File: src/rtl/riscv_div_unit.sv
// riscv_div_unit: multi-cycle RV32M DIV/DIVU/REM/REMU unit.
// Radix-2 restoring division, one quotient bit per clock.
// Optional macro DIV_EARLY_OUT_EN: finish in one edge when |dividend| < |divisor|.
module riscv_div_unit #(
  parameter int unsigned XLEN = 32
) (
  input  logic            clk,
  input  logic            rstn,
  input  logic            start,
  input  logic [1:0]      op,
  input  logic [XLEN-1:0] rs1_data,
  input  logic [XLEN-1:0] rs2_data,
  input  logic [4:0]      rd_in,
  output logic            busy,
  output logic            done,
  output logic            reg_write,
  output logic [4:0]      rd_out,
  output logic [XLEN-1:0] result
);

  localparam int unsigned CW = $clog2(XLEN);
  localparam logic [CW-1:0] CntLast = CW'(XLEN - 1);
  localparam logic [XLEN-1:0] MinNeg = {1'b1, {(XLEN-1){1'b0}}};

  typedef enum logic [1:0] {StIdle, StCalc, StDone} state_e;

  state_e          state_q, state_d;
  logic [XLEN-1:0] quo_q, quo_d;
  logic [XLEN-1:0] rem_q, rem_d;
  logic [XLEN-1:0] dvs_q, dvs_d;
  logic [CW-1:0]   cnt_q, cnt_d;
  logic            negq_q, negq_d;
  logic            negr_q, negr_d;
  logic            is_rem_q, is_rem_d;
  logic [4:0]      rd_q, rd_d;
  logic [XLEN-1:0] result_q, result_d;

  logic            is_signed, a_neg, b_neg, div_zero, ovf;
  logic [XLEN-1:0] a_mag, b_mag;
  logic [XLEN:0]   rem_sh, diff;
  logic [XLEN-1:0] quo_nx, rem_nx, quo_fin, rem_fin;

  // Operand decode at accept: magnitudes and special-case detection.
  always_comb begin
    is_signed = ~op[0];
    a_neg     = is_signed & rs1_data[XLEN-1];
    b_neg     = is_signed & rs2_data[XLEN-1];
    a_mag     = a_neg ? (~rs1_data + 1'b1) : rs1_data;
    b_mag     = b_neg ? (~rs2_data + 1'b1) : rs2_data;
    div_zero  = (rs2_data == '0);
    ovf       = is_signed & (rs1_data == MinNeg) & (rs2_data == '1);
  end

  // One restoring step; the XLEN+1-bit difference sign decides the quotient bit.
  always_comb begin
    rem_sh = {rem_q, quo_q[XLEN-1]};
    diff   = rem_sh - {1'b0, dvs_q};
    if (diff[XLEN]) begin
      rem_nx = rem_sh[XLEN-1:0];
      quo_nx = {quo_q[XLEN-2:0], 1'b0};
    end else begin
      rem_nx = diff[XLEN-1:0];
      quo_nx = {quo_q[XLEN-2:0], 1'b1};
    end
    quo_fin = negq_q ? (~quo_nx + 1'b1) : quo_nx;
    rem_fin = negr_q ? (~rem_nx + 1'b1) : rem_nx;
  end

  // Next-state logic for the IDLE -> CALC -> DONE sequence.
  always_comb begin
    state_d  = state_q;
    quo_d    = quo_q;
    rem_d    = rem_q;
    dvs_d    = dvs_q;
    cnt_d    = cnt_q;
    negq_d   = negq_q;
    negr_d   = negr_q;
    is_rem_d = is_rem_q;
    rd_d     = rd_q;
    result_d = result_q;
    unique case (state_q)
      StIdle: begin
        if (start) begin
          rd_d     = rd_in;
          is_rem_d = op[1];
          negq_d   = a_neg ^ b_neg;
          negr_d   = a_neg;
          quo_d    = a_mag;
          dvs_d    = b_mag;
          rem_d    = '0;
          cnt_d    = '0;
          if (div_zero) begin
            state_d  = StDone;
            result_d = op[1] ? rs1_data : '1;
          end else if (ovf) begin
            state_d  = StDone;
            result_d = op[1] ? '0 : rs1_data;
          end
`ifdef DIV_EARLY_OUT_EN
          else if (a_mag < b_mag) begin
            state_d  = StDone;
            result_d = op[1] ? rs1_data : '0;
          end
`endif
          else begin
            state_d = StCalc;
          end
        end
      end
      StCalc: begin
        quo_d = quo_nx;
        rem_d = rem_nx;
        cnt_d = cnt_q + 1'b1;
        if (cnt_q == CntLast) begin
          state_d  = StDone;
          result_d = is_rem_q ? rem_fin : quo_fin;
        end
      end
      StDone: state_d = StIdle;
      default: state_d = StIdle;
    endcase
  end

  // State registers; asynchronous reset aborts any operation in flight.
  always_ff @(posedge clk or negedge rstn) begin
    if (!rstn) begin
      state_q  <= StIdle;
      quo_q    <= '0;
      rem_q    <= '0;
      dvs_q    <= '0;
      cnt_q    <= '0;
      negq_q   <= 1'b0;
      negr_q   <= 1'b0;
      is_rem_q <= 1'b0;
      rd_q     <= '0;
      result_q <= '0;
    end else begin
      state_q  <= state_d;
      quo_q    <= quo_d;
      rem_q    <= rem_d;
      dvs_q    <= dvs_d;
      cnt_q    <= cnt_d;
      negq_q   <= negq_d;
      negr_q   <= negr_d;
      is_rem_q <= is_rem_d;
      rd_q     <= rd_d;
      result_q <= result_d;
    end
  end

  assign busy      = (state_q != StIdle);
  assign done      = (state_q == StDone);
  assign reg_write = done;
  assign rd_out    = rd_q;
  assign result    = result_q;

endmodule

File: config.mk
export PLATFORM = sky130hd
export DESIGN_NAME = riscv_div_unit
export DESIGN_NICKNAME = d
export VERILOG_FILES = /design/src/rtl/riscv_div_unit.sv
export SDC_FILE = /design/constraint.sdc
export NUM_CORES = 1
export LEC_CHECK = 0
export ABC_AREA = 1
export ABC_CLOCK_PERIOD_IN_PS = 5200
export BUFFER_PORTS_ARGS = -buffer_cell sky130_fd_sc_hd__buf_2
export CAP_MARGIN = 20
export CORE_MARGIN = 3
export CORE_UTILIZATION = 59
export DETAILED_ROUTE_END_ITERATION = 12
export PLACE_DENSITY_LB_ADDON = 0.05
export REMOVE_ABC_BUFFERS = 1
export SLEW_MARGIN = 20
export SYNTH_ARGS = -nofsm -noshare
export SYNTH_HDL_FRONTEND = slang
export SYNTH_SLANG_ARGS = --single-unit
File: constraint.sdc
create_clock -name clk -period 5.2 [get_ports clk]
set_input_delay 0.52 -clock clk [delete_from_list [all_inputs] [get_ports clk]]
set_output_delay 0.52 -clock clk [all_outputs]
set_load 0.05 [all_outputs]
==> flow_results.org, run 1 <==
** Status
- Status :: finished clean

** CTS
- The tree is rooted in a sky130_fd_sc_hd__clkbuf_16.
- Number of levels in the clock H-tree :: 4
- Maximum buffer depth of the clock tree :: 2
- Clock latency on the worst-skew pair, taken at its later pin, is 0.44 ns.
- Number of gates given a new drive strength after cts :: 0
- Clock-pin slew was measured on the worst setup and hold paths at roughly 0.070 ns.
- Clock tree synthesis found a total of roughly 140 sinks.
- In this run, CTS created clock tree buffers numbering 17.
- Once the clock tree was built, the setup fixing pass inserted 0 buffers.
- TritonCTS built the clock tree.
- The number of hold buffers added after CTS was 0.

** Route
- Detailed Route Iter0 Violations :: roughly 1800
- Detail-routed net length per standard cell :: around 18 um
- Post-detailed-route via-to-cell ratio :: around 6
- Final Routed Wirelength :: 43100 um
- The detail route stage leaves a number of antenna-violating nets equal to 0.
- Remaining routing DRC violations :: 0
- First-pass detailed-route iteration total :: 6
- Summing over every cut layer, the via total after detailed routing is between 10000 and 15000.

** Place
- Area of placed instances :: between 10000 and 15000 sq um
- IO Port Bufs :: between 100 and 150
- Routability congestion estimate from global placement :: roughly 0.97
- Detail Placement HPWL :: ~33000 um

** STA
- F_max :: between 200 and 250 MHz
- After routing, the total negative slack on setup checks comes to 0 ns.
- Setup repair after global routing missed its margin :: no
- Worst Hold Margin :: approximately 0.12 ns
- Slew of the pin with the lowest slew margin :: roughly 1.1 ns
- Minimum clock period after layout :: 4.74 ns
- The final count of pins violating max slew came to 0.
- Crit share post-route :: 0.911
- Final setup skew :: 0.0177 ns
- Number of hold violations in the final report :: 0
- Number of endpoints failing setup at the final stage :: 0
- Normalized max-slew margin :: 0.277

** Die
- The floorplan step set the die height to approximately 160 um.
- Initial standard-cell utilization of the core :: 0.613
- Standard-cell rows :: 53
- For this design the top-level I/O count stands at 114.
- The core region is around 21000 sq um.
- Die area :: 24100 sq um
- Horizontal extent of the die :: ~160 um

** Yosys
- Each instance of the synthesized netlist takes up on average around 6.3 sq um.
- Synth Cell Area :: 13100 sq um
- The synthesized design spends more area on one cell type than any other, namely sky130_fd_sc_hd__dfrtp_1.
- The share of synthesized area in the top cell type comes to 0.273.
- Yosys attributes the largest share of cell area to sky130_fd_sc_hd__dfrtp_1 27%, sky130_fd_sc_hd__nand2_1 18%, sky130_fd_sc_hd__inv_1 7.8%, sky130_fd_sc_hd__o21ai_0 6.8%, sky130_fd_sc_hd__nor2_1 5.0%.
- Sequential area share after synthesis :: 0.273
- The Yosys step of the flow raised 0 warnings.
- Synthesis inferred about 140 register bits.
- Number of instances in the synthesized netlist :: around 2100
- Netlist cell types :: 52

** Worst setup path
- For the worst flop-to-flop path, the logic depth is 28.
- Among all stages on the critical path, the largest delay is contributed by sky130_fd_sc_hd__o31ai_1.
- Reg2Reg Setup Slack :: 0.46 ns
- At the worst endpoint, the arrival time is ~5 ns.
- Buf+Inv Stages, Crit Path :: 3
- STA classifies the critical path startpoint as a register.
- Reg-to-Reg Start :: quo_q[31]$_DFFE_PN0P_
- Required arrival time at the worst endpoint :: between 5 and 6 ns
- The worst setup path is captured at a register.
- The largest single stage delay on the critical path is 0.47 ns.
- Critical Setup Path Class :: reg -> reg
- Worst path most repeated cell :: sky130_fd_sc_hd__nand2_1
- Of all nets on the critical path, the largest fanout is 8.
- On the critical path the largest part of the delay comes from simple AND/OR/NAND/NOR gates.
- The worst register-to-register path ends at result[24]$_DFFE_PN0P_.

** Global route
- The initial antenna violation count is 0.
- Overflow left after global routing :: 0
- Largest net degree at the start of global routing :: between 90 and 100
- Via count of the first global-routing pass :: about 13000
- In the global route stage, overall resource usage came out at 0.359.
- The first global-routing pass estimated a little under 70000 um of wire.

** Layout
- Most common library cell in the layout ignoring fill and taps :: sky130_fd_sc_hd__nand2_1
- Design Area, Final :: approximately 14000 sq um
- Final net count :: 2276
- In the layout the commonest cells are 623 x sky130_fd_sc_hd__nand2_1, 271 x sky130_fd_sc_hd__inv_1, 178 x sky130_fd_sc_hd__o21ai_0.
- Area added between synthesis and finish :: 9.57%
- The repair_antennas step left the layout with diodes totalling 0.
- Fraction of layout cells with a size suffix above 1 :: 0.109
- Counting the fill cells in the layout gives approximately 2000.

** Flow run
- Number of violations of the max-capacitance limit :: 0

** Hold path
- Worst min-delay path category :: in -> async
==> per-layer routing <==
metal | wire length, um | track usage | vias to the layer above
met1 | 18700 | 0.513 | 6627
li1 | - | - | 6990
met5 | 0 | 0 | -
met3 | 3870 | 0.0648 | 103
met4 | 1490 | 0.124 | 0
met2 | 19100 | 0.550 | 689
==> how the worst max path moves through the flow <==
stage,from,to,slack [ns],cells past startpoint
finish,quo_q[31]$_DFFE_PN0P_,result[24]$_DFFE_PN0P_,0.46,28
global route,quo_q[31]$_DFFE_PN0P_,result[24]$_DFFE_PN0P_,0.02,28
CTS,quo_q[31]$_DFFE_PN0P_,result[24]$_DFFE_PN0P_,0.60,28
detailed placement,quo_q[31]$_DFFE_PN0P_,result[30]$_DFFE_PN0P_,0.69,26
global placement,quo_q[31]$_DFFE_PN0P_,result[24]$_DFFE_PN0P_,0.85,28
floorplan,state_q[1]$_DFFE_PN0P_,quo_q[27]$_DFFE_PN0P_,-0.45,6
==> synthesized netlist by cell type, drive strengths merged <==
library cell	count
xor2	45
nand3b	10
nand2	657
nor3	34
o21ai	195
maj3	2
a21oi	90
o21bai	17
or2	4
clkbuf	52
and2	4
a22o	2
nand3	137
xnor2	16
inv	275
dfrtp	143
nor2	192
nand4	34
a22oi	24
and3	1
a31oi	21
nor3b	1
a21o	3
fa	1
o22ai	33
o221ai	11
clkinv	4
ha	39
or3	2
o31ai	4
nor4	8
o211ai	8
buf	24
==> stage by stage <==
stage          utilization  cells  setup WS (ns)
4_1_cts              0.671   2450          0.601
5_1_grt              0.671   2450         0.0214
2_1_floorplan            -   2017         -0.451
3_5_place_dp         0.643   2418          0.691
3_3_place_gp         0.643   2418          0.855
6_report             0.671   2450          0.460
==> registers in the layout, indices dropped and copies added (netlist names) <==
register	flops
result	32
negq_q	1
quo_q	32
is_rem_q	1
state_q	2
dvs_q	32
cnt_q	5
negr_q	1
rem_q	32
rd_out	5
==> area by class of cell <==
cell class | count | area, sq um | share of cell area
Clock buffer | 18 | 429 | 0.0298
Clock inverter | 14 | 170 | 0.0118
Inverter | 279 | 1050 | 0.0728
Multi-Input combinational cell | 1595 | 8140 | 0.566
Sequential cell | 143 | 3580 | 0.249
Tap cell | 275 | 344 | 0.0239
Timing Repair Buffer | 126 | 669 | 0.0466
==> cells by family (layout without fill, tap and decap cells) <==
logic type               Yosys count  count (layout)  share of synthesized area
AO/OA/AOI/OAI                    408             408                      0.177
flip-flops                       143             143                      0.273
buffers and inverters            355             437                      0.108
XOR/XNOR                          61              61                     0.0407
AND/OR/NAND/NOR                 1084            1084                      0.361
adder cells (fa/ha/maj)           42              42                     0.0402
Power of run 1 is left out: the tool's default activity adds up to more than one toggle a clock period on the data nets, which glitch-free logic cannot reach.
==> run 2, diff against run 1 <==
--- a/config.mk
+++ b/config.mk
@@ -5,7 +5,6 @@
 export SDC_FILE = /design/constraint.sdc
 export NUM_CORES = 1
 export LEC_CHECK = 0
-export ABC_AREA = 1
 export ABC_CLOCK_PERIOD_IN_PS = 5200
 export BUFFER_PORTS_ARGS = -buffer_cell sky130_fd_sc_hd__buf_2
 export CAP_MARGIN = 20
==> run 2 against run 1 <==
  * Critical path depth down 7
  * Final cell count is 25% lower
  * Routed wire length shrank 15%
  * Core utilization up 2.9 points
  * Setup slack lost 0.40 ns
  * Synthesized area decreased by 11%
  * Via count shrank 17%
  * Highest routed layer unchanged
==> flow_results.org, run 2 <==
** Yosys
- The average size of a mapped cell is 7.87 sq um (was 6.27 sq um).
- The total of flip-flops plus latches after synthesis was 143 (unchanged).
- Sequential area share after synthesis :: 0.308 (was 0.273)
- The area of the mapped netlist is 11600 sq um (was 13100 sq um).
- The most common flop cell mapped by yosys was sky130_fd_sc_hd__dfrtp_1 (unchanged).
- Commonest cells in the synthesized netlist :: 203 x sky130_fd_sc_hd__o21ai_0, 144 x sky130_fd_sc_hd__nand2_1, 143 x sky130_fd_sc_hd__dfrtp_1 (was 625 x sky130_fd_sc_hd__nand2_1, 272 x sky130_fd_sc_hd__inv_1, 178 x sky130_fd_sc_hd__o21ai_0)
- Asr flop ratio synth :: 1.00 (unchanged)
- The synthesized instance count is 1478 (was 2093).
- Top-area cell type share of the netlist area :: 0.308 (was 0.273)
- The number of enable-type register cells in the synthesized netlist is 0 (unchanged).
- The dominant cell type by area after synthesis was sky130_fd_sc_hd__dfrtp_1 (unchanged).
- The unique cell type count in the Yosys netlist came to 77 (was 52).
- Synth area leaders: sky130_fd_sc_hd__dfrtp_1 31%, sky130_fd_sc_hd__o21ai_0 8.7%, sky130_fd_sc_hd__xor2_1 5.6%, sky130_fd_sc_hd__a21oi_1 5.0%, sky130_fd_sc_hd__nand2_1 4.6% (was sky130_fd_sc_hd__dfrtp_1 27%, sky130_fd_sc_hd__nand2_1 18%, sky130_fd_sc_hd__inv_1 7.8%, sky130_fd_sc_hd__o21ai_0 6.8%, sky130_fd_sc_hd__nor2_1 5.0%).
- The most common cell in the synthesized netlist was sky130_fd_sc_hd__o21ai_0 (was sky130_fd_sc_hd__nand2_1).
- Yosys warning total :: 0 (unchanged)

** STA
- Number of endpoints failing setup at the final stage :: 0 (unchanged)
- The setup TNS after final layout is 0 ns (unchanged).
- Final setup skew :: 0.0124 ns (was 0.0177 ns)
- The shortest period the worst path allows came to 5.14 ns (was 4.74 ns).
- The final clock period utilization by the worst path was 0.989 (was 0.911).
- Slew of the pin with the lowest slew margin :: 1.15 ns (was 1.08 ns)
- Normalized max-slew margin :: 0.231 (was 0.277)
- The hold violation count in the final report came to 0 (unchanged).
- The final worst setup slack is 0.0564 ns (was 0.460 ns).
- The highest clock rate is 194 MHz (was 211 MHz).
- Number of pins with negative max-slew slack in the final report :: 0 (unchanged)

** Route
- Post-detailed-route via-to-cell ratio :: 6.45 (was 5.88)
- The number of DRC violations after detailed routing was 0 (unchanged).
- The wire length after detailed routing came to 36500 um (was 43100 um).
- The detailed-routing iteration count for the pre-antenna-repair pass came to 8 (was 6).
- The number of vias after detailed routing came to 11900 (was 14400).
- Detailed Route Iter0 Violations :: 1385 (was 1788)
- Detail-routed net length per standard cell :: 19.7 um (was 17.6 um)
- The post-detailed-route count of antenna-violating nets was 0 (unchanged).

** Place
- Routability congestion estimate from global placement :: 0.968 (about the same)
- IO Port Bufs :: 113 (unchanged)
- The worst setup slack before clock tree synthesis came to -0.0353 ns (was 0.691 ns).
- Detail Placement HPWL :: 26600 um (was 32700 um)
- The placed standard-cell area is 12600 sq um (was 13800 sq um).
- The number of cells after detailed placement is 1812 (was 2418).

** Layout
- The multi-input combinational cell area is 7620 sq um (was 8140 sq um).
- Number of antenna cells inserted :: 0 (unchanged)
- The number of nets in the layout came to 1688 (was 2276).
- The final non-filler cell area is 13300 sq um (was 14400 sq um).
- Final non-filler cell total :: 1847 (was 2450)
- Fraction of layout cells with a size suffix above 1 :: 0.149 (was 0.109)
- Number of filler instances in the final layout :: 1682 (was 2039)
- Most used cells in the layout excluding fill and tap cells :: 201 x sky130_fd_sc_hd__o21ai_0, 143 x sky130_fd_sc_hd__nand2_1, 143 x sky130_fd_sc_hd__dfrtp_1 (was 623 x sky130_fd_sc_hd__nand2_1, 271 x sky130_fd_sc_hd__inv_1, 178 x sky130_fd_sc_hd__o21ai_0)
- The most common cell after layout, fill and taps aside is sky130_fd_sc_hd__o21ai_0 (was sky130_fd_sc_hd__nand2_1).
- The layout overhead on the synthesized area was 14.5% (was 9.57%).
- The flip-flop and latch area is 3580 sq um (unchanged).

** CTS
- Clock tree from TritonCTS :: yes (unchanged)
- The number of clock sinks seen by CTS came to 143 (unchanged).
- Post-CTS clock slew at the launch and capture registers of the worst setup and hold paths :: 0.07 ns (about the same)
- The root buffer selected by CTS is sky130_fd_sc_hd__clkbuf_16 (unchanged).
- Maximum buffer depth of the clock tree :: 2 (unchanged)
- Number of levels in the clock H-tree :: 4 (unchanged)
- Total CTS buffers :: 17 (unchanged)
- Clock insertion delay at the later pin of the skew report :: 0.43 ns (was 0.44 ns)

** Flow run
- Number of violations of the max-capacitance limit :: 0 (unchanged)

** Die
- The area of the core region is 19000 sq um (was 21400 sq um).
- Ports placed on the boundary :: 114 (unchanged)
- Floorplan die height :: 146 um (was 155 um)
- The x dimension of the die came to 146 um (was 155 um).
- The die outline area is 21400 sq um (was 24100 sq um).
- Standard-cell rows :: 50 (was 53)
- Initial standard-cell utilization of the core :: 0.612 (was 0.613)

** Worst setup path
- Critical Setup Path Class :: reg -> reg (unchanged)
- The arrival time reported for the critical path endpoint was 5.51 ns (was 5.11 ns).
- The data required time of the worst path is 5.57 ns (about the same).
- The maximum fanout encountered on the critical timing path was 6 (was 8).
- CP startpoint kind :: register (unchanged)
- Critical path endpoint category :: register (unchanged)

** Global route
- The largest net degree at the start of global routing came to 107 (was 95).
- The number of global-route vias before repair is 11200 (was 13200).
- The all-layer global routing usage came to 0.331 (was 0.359).
- Global-route wire length before repair :: 58000 um (was 69600 um)
- Antenna violations before repair :: 1 (was 0)
- The overflow left after global routing is 0 (unchanged).

** Status
- Status: finished clean (unchanged).

** Hold path
- Worst min-delay path category :: in -> async (unchanged)
run 2: routing by layer:
layer	routed length (um)	GRT usage	vias to the layer above	share of wire
met2	16600	0.520	574	0.45
met3	3130	0.0559	95	0.086
met1	15500	0.465	5628	0.43
li1	-	-	5621	-
met5	0	0	-	0
met4	1240	0.117	0	0.034
run 2: cell type report:
| cell class | count | share of cell area |
|---|---|---|
| timing repair buffer | 160 | 0.0694 |
| clock inverter | 15 | 0.0165 |
| sequential | 143 | 0.269 |
| inverter | 62 | 0.0175 |
| multi-input combinational | 1190 | 0.572 |
| tap | 260 | 0.0244 |
| clock buffer | 17 | 0.0319 |
run 2: through the flow:
step	util	hold slack, ns
6_report	0.701	0.213
3_5_place_dp	0.661	0.457
2_1_floorplan	-	0.224
3_3_place_gp	0.661	0.452
5_1_grt	0.701	0.274
4_1_cts	0.695	0.264
run 2: cell families (layout without fill, tap and decap cells):
logic type | after synthesis | count (layout) | synth area share
AND/OR/NAND/NOR | 455 | 455 | 0.190
flip-flops | 143 | 143 | 0.308
XOR/XNOR | 136 | 136 | 0.102
multiplexers | 35 | 35 | 0.0304
adder cells (fa/ha/maj) | 40 | 40 | 0.0437
AO/OA/AOI/OAI | 524 | 524 | 0.277
buffers and inverters | 145 | 254 | 0.0487
run 2: timing repair:
action                     4_1_cts  5_1_grt
setup buffers                    0        3
pin swaps                        1       10
setup endpoints to repair        2       10
gates resized for setup          2       20
hold buffers                     0        0
run 2: final timing paths:
path	start	end	slack (ns)	cells past startpoint
setup / recovery	rem_q[1]$_DFFE_PN0P_	result[28]$_DFFE_PN0P_	0.06	21
hold / removal	rstn	dvs_q[28]$_DFFE_PN0P_	0.21	1
setup reg to reg	rem_q[1]$_DFFE_PN0P_	result[28]$_DFFE_PN0P_	0.06	21
hold reg to reg	rd_out[3]$_DFFE_PN0P_	rd_out[3]$_DFFE_PN0P_	0.47	2
max in group asynchronous	rstn	rem_q[13]$_DFFE_PN0P_	3.87	2
min in group clk	rd_in[3]	rd_out[3]$_DFFE_PN0P_	0.27	3
run 2: critical path, stage by stage (launching register included):
cell	delay, ns
sky130_fd_sc_hd__dfrtp_1	0.46
sky130_fd_sc_hd__ha_2	0.42
sky130_fd_sc_hd__a211oi_2	0.10
sky130_fd_sc_hd__o211ai_1	0.35
sky130_fd_sc_hd__nand4_1	0.28
sky130_fd_sc_hd__a21oi_2	0.26
sky130_fd_sc_hd__buf_4	0.15
sky130_fd_sc_hd__o21a_1	0.17
sky130_fd_sc_hd__nor2_4	0.06
sky130_fd_sc_hd__inv_2	0.07
sky130_fd_sc_hd__ha_2	0.17
sky130_fd_sc_hd__nand2b_1	0.08
sky130_fd_sc_hd__or4b_4	0.52
sky130_fd_sc_hd__or3_4	0.39
sky130_fd_sc_hd__or3_4	0.39
sky130_fd_sc_hd__or3_4	0.37
sky130_fd_sc_hd__o31ai_4	0.20
sky130_fd_sc_hd__xnor2_1	0.17
sky130_fd_sc_hd__nor2_1	0.06
sky130_fd_sc_hd__a211oi_1	0.18
sky130_fd_sc_hd__a21oi_1	0.09
sky130_fd_sc_hd__nor2_1	0.12
Power of run 2 is left out for the same reason.
==> run 3, diff against run 2 <==
--- a/config.mk
+++ b/config.mk
@@ -8,6 +8,7 @@
 export ABC_CLOCK_PERIOD_IN_PS = 5200
 export BUFFER_PORTS_ARGS = -buffer_cell sky130_fd_sc_hd__buf_2
 export CAP_MARGIN = 20
+export CORE_ASPECT_RATIO = 0.7
 export CORE_MARGIN = 3
 export CORE_UTILIZATION = 59
 export DETAILED_ROUTE_END_ITERATION = 12
==> run 3 against run 2 <==
  * Final cell count grew 0.32%
  * Via count grew 1.0%
  * Hold slack lost 0.026 ns
  * Flip-flop and latch count is the same
  * Die area grew 0.13%
  * Critical endpoint unchanged
==> flow_results.org, run 3 (synthesis results as in run 2) <==
** CTS
- Clock root buffer master :: sky130_fd_sc_hd__clkbuf_16 (unchanged)
- The maximum root-to-sink buffer count is 2 (unchanged).
- The latest clock arrival within the worst-skew pair is 0.44 ns (was 0.43 ns).
- Hold bufs inserted after CTS :: 0 (unchanged)
- Total CTS buffers :: 17 (unchanged)
- Clock tree from TritonCTS :: yes (unchanged)
- Post-CTS clock slew at the launch and capture registers of the worst setup and hold paths :: 0.06 ns (was 0.07 ns)
- The number of clock sinks seen by CTS was 143 (unchanged).
- The number of H-tree levels was 4 (unchanged).

** Layout
- Number of filler instances in the final layout :: 1626 (was 1682)
- Area added between synthesis and finish :: 14.8% (was 14.5%)
- Sequential standard cell area :: 3580 sq um (unchanged)
- Area of the multi-input gates :: 7670 sq um (was 7620 sq um)
- Most common library cell in the layout ignoring fill and taps :: sky130_fd_sc_hd__o21ai_0 (unchanged)
- Most used cells in the layout excluding fill and tap cells: 200 x sky130_fd_sc_hd__o21ai_0, 143 x sky130_fd_sc_hd__nand2_1, 143 x sky130_fd_sc_hd__dfrtp_1 (was 201 x sky130_fd_sc_hd__o21ai_0, 143 x sky130_fd_sc_hd__nand2_1, 143 x sky130_fd_sc_hd__dfrtp_1).
- The number of nets in the layout is 1689 (was 1688).
- Fraction of layout cells with a size suffix above 1 :: 0.152 (was 0.149)
- Final standard cell utilization of the core :: 0.698 (was 0.701)
- Design Area, Final :: 13400 sq um (was 13300 sq um)

** Route
- First-pass detailed-route iteration total :: 6 (was 8)
- The routed length per placed instance was 20.1 um (was 19.7 um).
- Final Routed Wirelength :: 37300 um (was 36500 um)
- The total length of routed met3 wires came to 4410 um (was 3130 um).
- The number of design-rule violations left by the first detailed-router iteration came to 1508 (was 1385).
- The uppermost layer routed is met4 (unchanged).
- Count of vias placed by the detailed router :: 12000 (was 11900)
- Length of routed wiring on met1 :: 16400 um (was 15500 um)
- The post-detailed-route count of antenna-violating nets is 0 (unchanged).
- Met2 WL :: 15600 um (was 16600 um)
- The number of DRC violations after detailed routing was 0 (unchanged).
- The via density per instance came to 6.50 (was 6.45).

** Die
- The vertical die dimension came to 123 um (was 146 um).
- The initial core utilization was 0.608 (was 0.612).
- Standard-cell rows :: 42 (was 50)
- Area inside the core boundary :: 19100 sq um (was 19000 sq um)
- The x dimension of the die is 174 um (was 146 um).
- Die area :: 21500 sq um (was 21400 sq um)
- Ports placed on the boundary :: 114 (unchanged)

** Flow run
- The number of maximum-capacitance constraint violations is 0 (unchanged).

** Global route
- Overall track demand over capacity in global routing :: 0.344 (was 0.331)
- Global-route wire length before repair :: 58500 um (was 58000 um)
- The number of global-route vias before repair is 10800 (was 11200).
- Largest net degree at the start of global routing :: 102 (was 107)
- Overflow left after global routing :: 0 (unchanged)
- The initial antenna violation count is 1 (unchanged).

** STA
- The hold violation count in the final report is 0 (unchanged).
- The worst clock skew came to 0.00721 ns (was 0.0124 ns).
- The setup TNS after final layout was 0 ns (unchanged).
- The highest clock rate came to 199 MHz (was 194 MHz).
- The final count of pins violating max slew came to 0 (unchanged).
- The headroom to the max-slew limit was 0.255 (was 0.231).
- The final worst setup slack came to 0.185 ns (was 0.0564 ns).
- Crit share post-route :: 0.964 (was 0.989)
- Number of endpoints failing setup at the final stage :: 0 (unchanged)
- Slew of the pin with the lowest slew margin :: 1.11 ns (was 1.15 ns)
- Minimum clock period after layout :: 5.01 ns (was 5.14 ns)

** Worst setup path
- The maximum fanout encountered on the critical timing path came to 6 (unchanged).
- The endpoint kind of the worst setup timing path is a register (unchanged).
- The largest incremental delay on the critical path was 0.52 ns (about the same).
- The critical path class is reg -> reg (unchanged).
- CP Cell Sequence: ha_2 -> a211oi_2 -> o211ai_1 -> nand4_1 -> a21oi_2 -> buf_4 -> o21a_4 -> nor2_4 -> inv_2 -> ha_2 -> nand2b_1 -> or4b_4 -> or3_4 -> or3_4 -> or3_4 -> o31ai_4 -> xnor2_1 -> nor2_1 -> a211oi_2 -> a21oi_1 -> nor2_1 (was ha_2 -> a211oi_2 -> o211ai_1 -> nand4_1 -> a21oi_2 -> buf_4 -> o21a_1 -> nor2_4 -> inv_2 -> ha_2 -> nand2b_1 -> or4b_4 -> or3_4 -> or3_4 -> or3_4 -> o31ai_4 -> xnor2_1 -> nor2_1 -> a211oi_1 -> a21oi_1 -> nor2_1).
- Data arrival time at the worst-slack endpoint :: 5.34 ns (was 5.51 ns)
- The data required time of the worst path is 5.53 ns (was 5.57 ns).
- Worst-path cell with the longest stage delay :: sky130_fd_sc_hd__or4b_4 (unchanged)
- CP startpoint kind :: register (unchanged)
- Worst path most repeated cell :: sky130_fd_sc_hd__or3_4 (unchanged)
- Reg2reg path depth :: 21 (unchanged)

** Place
- The number of buffers inserted by port buffering came to 113 (unchanged).
- The placed standard-cell area came to 12600 sq um (about the same).
- Detail Placement HPWL :: 27100 um (was 26600 um)
- Routability congestion estimate from global placement :: 0.974 (was 0.968)
- The worst setup slack before clock tree synthesis was -0.116 ns (was -0.0353 ns).

** Status
- Status: finished clean (unchanged).

** Hold path
- Worst min-delay path category :: in -> async (unchanged)
-- run 3: cell count changes in the layout (fill, tap and decap cells not counted), sizes merged --
cell / before / now
buf: 160 / 161
clkbuf: 17 / 19
clkinv: 3 / 4
clkinvlp: 0 / 5
diode: 0 / 1
inv: 71 / 63
-- run 3: critical path, delay by kind of cell (launching register included) --
kind                       cells  cell delay [ns]
AOI/OAI and AO/OA              7             1.28
xor gates and xnor gates       1             0.10
adders and majority gates      2             0.61
buffers and inverters          2             0.22
DFF                            1             0.45
and+or+nand+nor                9             2.22
-- run 3: repair_timing --
action	4_1_cts	5_1_grt
setup buffers	2	1
cloned	0	0
resized for setup	3	28
endpoints found under the setup margin	3	13
pin swaps	1	10
-- run 3: cell type report --
type | instances | area share
Clock buffer | 19 | 0.0332
Timing Repair Buffer | 161 | 0.0698
Multi-Input combinational cell | 1190 | 0.574
Sequential cell | 143 | 0.268
Inverter | 62 | 0.0174
Tap cell | 264 | 0.0247
Antenna cell | 1 | 0.000187
Clock inverter | 13 | 0.0123
-- run 3: layer usage --
layer | GRT usage | up-vias
met3 | 0.0804 | 68
met4 | 0.106 | 0
met5 | 0 | -
met1 | 0.511 | 5668
li1 | - | 5624
met2 | 0.497 | 682
-- run 3: metrics by stage --
stage / cells / hold slack [ns]
after detailed placement: 1817 / 0.457
final: 1853 / 0.187
after CTS: 1851 / 0.245
after floorplan: 1395 / 0.224
after global routing: 1852 / 0.276
after global placement: 1817 / 0.456
-- run 3: path summary, 6_finish.rpt --
| path | startpoint | endpoint | slack, ns |
|---|---|---|---|
| min in group clk | rd_in[0] | rd_out[0]$_DFFE_PN0P_ | 0.27 |
| max in group asynchronous | rstn | result[20]$_DFFE_PN0P_ | 3.82 |
| worst min register to register | result[17]$_DFFE_PN0P_ | result[17]$_DFFE_PN0P_ | 0.47 |
| worst max-delay path | rem_q[1]$_DFFE_PN0P_ | result[28]$_DFFE_PN0P_ | 0.19 |
| worst min-delay path | rstn | dvs_q[26]$_DFFE_PN0P_ | 0.19 |
| worst max register to register | rem_q[1]$_DFFE_PN0P_ | result[28]$_DFFE_PN0P_ | 0.19 |
Power of run 3 is left out for the same reason.
